`src/rtl/bcd_pkg.sv`:
```
// Shared definitions for the BCD datapath blocks.
//   DIGIT_W : width of one BCD digit
//   state_t : converter FSM encoding (IDLE / CONVERT / EMIT, 2 bits)
//   add3()  : double-dabble correction, adds 3 to a digit of 5 or more so
//             that the following left shift carries correctly into the
//             next decimal position
package bcd_pkg;

  localparam int DIGIT_W = 4;

  typedef enum logic [1:0] {
    IDLE    = 2'd0,
    CONVERT = 2'd1,
    EMIT    = 2'd2
  } state_t;

  function automatic logic [DIGIT_W-1:0] add3(input logic [DIGIT_W-1:0] d);
    return (d >= 4'd5) ? d + 4'd3 : d;
  endfunction

endpackage

```
`src/rtl/bcd_add3.sv`:
```
// Combinational add-3 correction for one BCD digit.
//   din  : BCD digit before correction
//   dout : din + 3 when din >= 5, otherwise din
module bcd_add3
  import bcd_pkg::*;
(
  input  logic [DIGIT_W-1:0] din,
  output logic [DIGIT_W-1:0] dout
);

  assign dout = add3(din);

endmodule

```
`src/rtl/bin2bcd_serial.sv`:
```
// Serial binary-to-BCD converter (double dabble, one bit per clock) with a
// digit-stream output, most-significant digit first, over valid/ready.
//   clk, rst_n  : clock, asynchronous active-low reset
//   start       : convert bin_in (honoured only while idle)
//   bin_in      : binary operand, captured when start is accepted
//   busy        : conversion or digit streaming in progress
//   bcd_out     : packed BCD result, digit 0 in [3:0]
//   digit_valid : digit_out / digit_idx carry a digit
//   digit_ready : downstream accepts the current digit
//   digit_out   : current digit, 0-9
//   digit_idx   : position of digit_out (DIGITS-1 = most significant)
//   done        : one-cycle pulse after the last digit transfer
module bin2bcd_serial
  import bcd_pkg::*;
#(
  parameter int DATA_W = 8,
  parameter int DIGITS = 3,
  localparam int IDX_W = (DIGITS > 1) ? $clog2(DIGITS) : 1
) (
  input  logic                      clk,
  input  logic                      rst_n,
  input  logic                      start,
  input  logic [DATA_W-1:0]         bin_in,
  output logic                      busy,
  output logic [DIGIT_W*DIGITS-1:0] bcd_out,
  output logic                      digit_valid,
  input  logic                      digit_ready,
  output logic [DIGIT_W-1:0]        digit_out,
  output logic [IDX_W-1:0]          digit_idx,
  output logic                      done
);

  localparam int BCD_W = DIGIT_W * DIGITS;
  localparam int CNT_W = $clog2(DATA_W + 1);

  state_t              state_reg, state_next;
  logic [DATA_W-1:0]   bin_reg, bin_next;
  logic [BCD_W-1:0]    bcd_reg, bcd_next;
  logic [CNT_W-1:0]    cnt_reg, cnt_next;
  logic [IDX_W-1:0]    idx_reg, idx_next;
  logic                valid_reg, valid_next;
  logic                busy_reg, busy_next;
  logic                done_reg, done_next;

  logic [BCD_W-1:0]        bcd_adj;
  logic [BCD_W+DATA_W-1:0] shift_next;

  // Correction is applied to every digit before the shift.
  for (genvar gi = 0; gi < DIGITS; gi++) begin : g_add3
    bcd_add3 u_add3 (
      .din  (bcd_reg[gi*DIGIT_W +: DIGIT_W]),
      .dout (bcd_adj[gi*DIGIT_W +: DIGIT_W])
    );
  end

  // The bit leaving the top digit is dropped by the shift; the digit count
  // is sized so that bit is always zero.
  assign shift_next = {bcd_adj, bin_reg} << 1;

  always_ff @(posedge clk or negedge rst_n) begin
    if (!rst_n) begin
      state_reg <= IDLE;
      bin_reg   <= '0;
      bcd_reg   <= '0;
      cnt_reg   <= '0;
      idx_reg   <= '0;
      valid_reg <= 1'b0;
      busy_reg  <= 1'b0;
      done_reg  <= 1'b0;
    end else begin
      state_reg <= state_next;
      bin_reg   <= bin_next;
      bcd_reg   <= bcd_next;
      cnt_reg   <= cnt_next;
      idx_reg   <= idx_next;
      valid_reg <= valid_next;
      busy_reg  <= busy_next;
      done_reg  <= done_next;
    end
  end

  always_comb begin
    state_next = state_reg;
    bin_next   = bin_reg;
    bcd_next   = bcd_reg;
    cnt_next   = cnt_reg;
    idx_next   = idx_reg;
    valid_next = valid_reg;
    busy_next  = busy_reg;
    done_next  = 1'b0;

    case (state_reg)
      IDLE: begin
        if (start) begin
          bin_next   = bin_in;
          bcd_next   = '0;
          cnt_next   = '0;
          busy_next  = 1'b1;
          state_next = CONVERT;
        end
      end

      CONVERT: begin
        bcd_next = shift_next[BCD_W+DATA_W-1:DATA_W];
        bin_next = shift_next[DATA_W-1:0];
        cnt_next = cnt_reg + 1'b1;
        if (cnt_reg == CNT_W'(DATA_W - 1)) begin
          state_next = EMIT;
          idx_next   = IDX_W'(DIGITS - 1);
          valid_next = 1'b1;
        end
      end

      EMIT: begin
        if (valid_reg && digit_ready) begin
          if (idx_reg != '0) begin
            idx_next = idx_reg - 1'b1;
          end else begin
            valid_next = 1'b0;
            busy_next  = 1'b0;
            done_next  = 1'b1;
            state_next = IDLE;
          end
        end
      end

      default: state_next = IDLE;
    endcase
  end

  assign busy        = busy_reg;
  assign bcd_out     = bcd_reg;
  assign digit_valid = valid_reg;
  assign digit_idx   = idx_reg;
  assign done        = done_reg;
  assign digit_out   = bcd_reg[int'(idx_reg)*DIGIT_W +: DIGIT_W];

endmodule

```
`config.mk`:
```
export PLATFORM = sky130hd
export DESIGN_NAME = bin2bcd_serial
export DESIGN_NICKNAME = d
export VERILOG_FILES = /design/src/rtl/bcd_pkg.sv /design/src/rtl/bcd_add3.sv /design/src/rtl/bin2bcd_serial.sv
export SDC_FILE = /design/constraint.sdc
export NUM_CORES = 1
export LEC_CHECK = 0
export ABC_CLOCK_PERIOD_IN_PS = 4000
export CAP_MARGIN = 20
export CORE_MARGIN = 10
export CORE_UTILIZATION = 56
export CTS_CLUSTER_SIZE = 25
export DETAILED_ROUTE_END_ITERATION = 8
export PLACE_DENSITY = 0.95
export SLEW_MARGIN = 20
export SYNTH_ARGS = -nofsm -noshare
export SYNTH_HDL_FRONTEND = slang
export SYNTH_HIERARCHICAL = 1
export SYNTH_SLANG_ARGS = --single-unit
```
`constraint.sdc`:
```
create_clock -name clk -period 4 [get_ports clk]
set_input_delay 0.8 -clock clk [delete_from_list [all_inputs] [get_ports clk]]
set_output_delay 0.8 -clock clk [all_outputs]
set_load 0.03 [all_outputs]
```
==> impl_metrics.csv, run 1 <==
group,metric,value,unit
outcome,status,"complete, no violations",
detailed_routing,drc_errors,0,
worst_hold_path,holdPathEnd,"bin_reg[0]",
power,p_leak,0.927,nW
critical_path,cp_max_fo,8,
critical_path,cp-start-kind,"flip-flop",
sta,setup_viol,0,
cells_and_area,seq_area,776,um^2
clock_tree,postCtsHoldBufs,0,
placed_design,io_buffers,32,
detailed_routing,ant_nets,0,
logic_synthesis,syn_nets,200,
sta,tightestPinTransition,0.731,ns
sta,setup_ws,1.20,ns
sta,slew_headroom,0.513,
placed_design,dp_slack,1.42,ns
critical_path,worstSetupPathType,"reg2out",
die,die-area,5740,um^2
critical_path,cp.arrival,2.00,ns
placed_design,dpl.hpwl,2890,um
clock_tree,cts_setup_buffers,0,
power,p_per_area,842,nW/um^2
critical_path,r2r_cells,4,
clock_tree,cts_tree,"yes",
die,rows,20,
cells_and_area,fillCellCount,218,
logic_synthesis,avgSynthCellArea,9.67,um^2
clock_tree,cts_buffer_depth,2,
clock_tree,htreeDepth,2,
worst_hold_path,whs_path_depth,2,
clock_tree,cts.sinks,31,
cells_and_area,area_growth,22.1,%
clock_tree,clkTransAtPathRegs,0.10,ns
detailed_routing,drt_iter0_drc,137,
critical_path,worst_ep_required_time,3.20,ns
worst_hold_path,min_from,"bin_reg[0]",
die,start_util,0.580,
power,ir_worst_vdd,0.000452,V
sta,fin_setup_tns,0,ns
detailed_routing,routed_wl,3940,um
global_route,grt_pass1_vias,1449,
cells_and_area,antenna_cells,0,
global_route,globalRouteOverflowTotal,0,
cells_and_area,nets,232,
sta,max_freq,357,MHz
detailed_routing,vias_per_cell,5.82,
sta,fin_skew,0.0153,ns
cells_and_area,layout_commonest_cell,"clkdlybuf4s50_1",
sta,slew_violations,0,
global_route,grtUsageTotal,0.144,
die,fp.dieW,75.8,um
detailed_routing,routed-via-count,1425,
sta,fin_crit_sh,0.700,
global_route,grt_max_degree,32,
clock_tree,worst_skew_pair.late_latency,0.34,ns
critical_path,r2r_slack,2.19,ns
cells_and_area,drive_above_1_share,0.0755,
clock_tree,numCtsBuffers,5,
cells_and_area,mostFrequentLayoutCells,"clkdlybuf4s50_1, dfrtp_1, nand2_1, o21ai_0, a22o_1",
detailed_routing,drt-pass1-iter-count,4,
global_route,grt_pass1_wl,6330,um
logic_synthesis,syn_inst,180,
sta,fin_crit,2.80,ns
detailed_routing,wire_per_inst,16.1,um
die,io_pins,33,
sta,rsz0062_at_grt,"no",
logic_synthesis,syn_area,1740,um^2
clock_tree,cts_resized,0,
sta,hold_viol,0,
cells_and_area,multi_input_area,872,um^2
cells_and_area,largest_reg_flops,12,
critical_path,r2r_start,"state_reg[0]",
worst_hold_path,hold_path_class,"reg2reg",
die,coreArea,3000,um^2
clock_tree,ctsRootBufferMaster,"clkbuf_4",
flow_run,drv_cap,0,
logic_synthesis,ys_warn_count,6,
placed_design,place.gp.congestion,0.792,
critical_path,cp-end-kind,"primary output",
critical_path,crit-reg2reg-capture,"bin_reg[6]",
global_route,antenna_found_initial,0,
die,die_h,75.8,um
==> cell type report <==
cell class	count	share of cell area
multi-input combinational	128	0.410
sequential	31	0.365
timing repair buffer	34	0.158
clock buffer	6	0.0241
inverter	12	0.0212
tap	33	0.0194
clock inverter	1	0.00235
==> per-layer routing <==
layer / global-route usage / share of wire
met5: 0 / 0
met4: 0.0887 / 0.025
met3: 0.0391 / 0.054
met2: 0.239 / 0.51
met1: 0.162 / 0.41
==> report_power, final <==
group          switching, W  internal (W)  leakage, nW  total [W]
Clock              0.000108     0.0000813       0.0341   0.000189
Combinational      0.000513      0.000467        0.508   0.000980
Sequential         0.000187      0.000434        0.385   0.000621
Total              0.000807      0.000982        0.927    0.00179
==> metrics by stage <==
stage               instances  power (W)  area, um^2   util  hold WS [ns]
global route              245    0.00192        2130  0.708         0.569
detailed placement        238    0.00161        2070  0.689         0.507
floorplan                 180    0.00129        1740      -         0.467
finish                    245    0.00179        2130  0.708         0.524
CTS                       245    0.00180        2130  0.708         0.530
global placement          238    0.00156        2070  0.689         0.485
==> worst max-delay path by stage <==
stage                     slack, ns  cells after the start      endpoint    startpoint
after floorplan                1.59                      3  digit_out[0]  digit_idx[0]
after global placement         1.58                      4  digit_out[2]  digit_idx[0]
after detailed placement       1.42                      4    bin_reg[1]         start
after CTS                      1.19                      4  digit_out[2]  digit_idx[0]
after global routing           1.10                      4  digit_out[0]  digit_idx[0]
final                          1.20                      4  digit_out[2]  digit_idx[0]
==> worst max-delay path, cell delays in order, from the launching register on <==
cell,delay [ns]
dfrtp_1,0.51
nor2b_1,0.28
nand2_1,0.08
o21ai_0,0.08
clkdlybuf4s50_1,0.70
Note: power is estimated with default switching activity, not from simulation.
==> run 2: changes to the inputs <==
Settings changed: ABC_CLOCK_PERIOD_IN_PS 4000 to 2840, CORE_UTILIZATION 56 to 52, PLACE_DENSITY 0.95 to 0.91.
Clock period 4 ns to 2.84 ns, I/O delays scaled along.
==> impl_metrics.csv, run 2 (synthesis gave the netlist of run 1 again) <==
group,metric,value,unit
die,die-area,6060,um^2
critical_path,cp.arrival,2.00,ns
clock_tree,cts_buffer_depth,2,
sta,setup_viol,0,
cells_and_area,fin_util,0.684,
detailed_routing,routed_wl,3720,um
die,coreArea,3130,um^2
placed_design,dpl.hpwl,2740,um
detailed_routing,ant_nets,0,
sta,slew_headroom,0.510,
detailed_routing,drc_errors,0,
cells_and_area,mostFrequentLayoutCells,"clkdlybuf4s50_1, dfrtp_1, nand2_1, o21ai_0, a22o_1",
die,fp.dieW,77.9,um
critical_path,cp-start-kind,"flip-flop",
sta,fin_skew,0.00840,ns
sta,hold_viol,0,
clock_tree,cts_setup_buffers,0,
sta,max_freq,389,MHz
critical_path,cp_max_fo,8,
power,ir_worst_vdd,0.000570,V
power,seq_power_share,0.349,
global_route,grt_max_degree,32,
clock_tree,cts_tree,"yes",
clock_tree,clkTransAtPathRegs,0.09,ns
clock_tree,postCtsHoldBufs,0,
sta,tightestPinTransition,0.735,ns
die,io_pins,33,
critical_path,crit_start,"digit_idx[0]",
global_route,antenna_found_initial,0,
cells_and_area,drive_above_1_share,0.0751,
cells_and_area,largest_reg_flops,12,
sta,fin_setup_tns,0,ns
detailed_routing,vias_per_cell,5.40,
die,die_h,77.9,um
critical_path,worst_ep_required_time,2.27,ns
die,rows,20,
clock_tree,numCtsBuffers,5,
sta,rsz0062_at_grt,"no",
power,p_sw,0.00111,W
placed_design,place.gp.congestion,0.751,
die,start_util,0.556,
detailed_routing,drt_iter0_drc,92,
placed_design,postPlaceCellArea,2100,um^2
critical_path,r2r_slack,1.20,ns
critical_path,worstSetupPathType,"reg2out",
detailed_routing,drt-pass1-iter-count,4,
outcome,status,"complete, no violations",
power,intPower,0.00136,W
flow_run,drv_cap,0,
clock_tree,htreeDepth,2,
cells_and_area,layout_commonest_cell,"clkdlybuf4s50_1",
clock_tree,worst_skew_pair.late_latency,0.33,ns
power,combPwrFrac,0.560,
global_route,grtUsageTotal,0.127,
critical_path,endpoint,"digit_out[2]",
critical_path,r2r_cells,5,
sta,fin_crit,2.57,ns
cells_and_area,nets,234,
cells_and_area,area_growth,22.9,%
placed_design,io_buffers,32,
power,p_per_area,1160,nW/um^2
cells_and_area,fillCellCount,243,
clock_tree,cts_resized,0,
power,p_sw_frac,0.448,
global_route,grt_pass1_wl,6400,um
clock_tree,ctsRootBufferMaster,"clkbuf_4",
cells_and_area,fin_area,2140,um^2
cells_and_area,antenna_cells,0,
global_route,globalRouteOverflowTotal,0,
clock_tree,cts.sinks,31,
worst_hold_path,hold_path_class,"reg2reg",
detailed_routing,routed-via-count,1389,
power,p_leak,0.927,nW
global_route,grt_pass1_vias,1362,
sta,slew_violations,0,
power,clkPwrFrac,0.091,
critical_path,crit-reg2reg-capture,"digit_idx[1]",
detailed_routing,wire_per_inst,14.5,um
critical_path,cp-end-kind,"primary output",
sta,fin_crit_sh,0.905,
critical_path,r2r_start,"digit_idx[0]",
[run 2: cell count changes in the layout (fill, tap and decap cells not counted), sizes merged]
cell,change
clkinv,-1
buf,+2
[run 2: power groups by stage]
stage               combinational [W]  clock, W  sequential, W
finish                        0.00139  0.000226       0.000862
global placement              0.00136         0       0.000862
global route                  0.00152  0.000253       0.000900
detailed placement            0.00140         0       0.000867
floorplan                    0.000867         0       0.000952
CTS                           0.00140  0.000229       0.000859
[run 2: worst min path at each step]
| stage | start | endpoint | slack [ns] | depth (start not counted) |
|---|---|---|---|---|
| 2_1_floorplan | rst_n | bcd_out[0] | 0.27 | 0 |
| 3_3_place_gp | bin_reg[0] | bin_reg[0] | 0.50 | 2 |
| 3_5_place_dp | bin_reg[0] | bin_reg[0] | 0.50 | 2 |
| 4_1_cts | bin_reg[0] | bin_reg[0] | 0.52 | 2 |
| 5_1_grt | cnt_reg[0] | cnt_reg[0] | 0.57 | 1 |
| 6_report | bin_reg[0] | bin_reg[0] | 0.52 | 2 |
[run 2: layout make-up]
class / instances / area (um^2) / area share
multi-input cells: 128 / 872 / 0.408
flip-flops and latches: 31 / 776 / 0.363
repair buffers: 36 / 350 / 0.164
well taps: 44 / 55.1 / 0.0257
inverters: 12 / 45.0 / 0.0211
clock buffers: 6 / 41.3 / 0.0193
[run 2: metal layers]
metal,vias to the layer above,global-route usage,routed length (um)
li1,697,-,-
met1,667,0.164,1720
met2,20,0.184,1780
met3,5,0.0369,146
met4,0,0.0748,74
met5,-,0,0
[run 2: worst max-delay path, stage by stage, from the launching register on]
cell and delay [ns]:
dfrtp_1 0.49, nor2b_1 0.29, nand2_1 0.11, o21ai_0 0.08, clkdlybuf4s50_1 0.70
[run 2: through the flow]
stage | setup WS [ns] | hold WS (ns) | power, W | std cells
2_1_floorplan | 0.661 | 0.272 | 0.00182 | 180
3_3_place_gp | 0.701 | 0.497 | 0.00222 | 251
3_5_place_dp | 0.627 | 0.498 | 0.00226 | 251
4_1_cts | 0.264 | 0.520 | 0.00249 | 257
5_1_grt | 0.152 | 0.573 | 0.00267 | 257
6_report | 0.271 | 0.519 | 0.00247 | 257
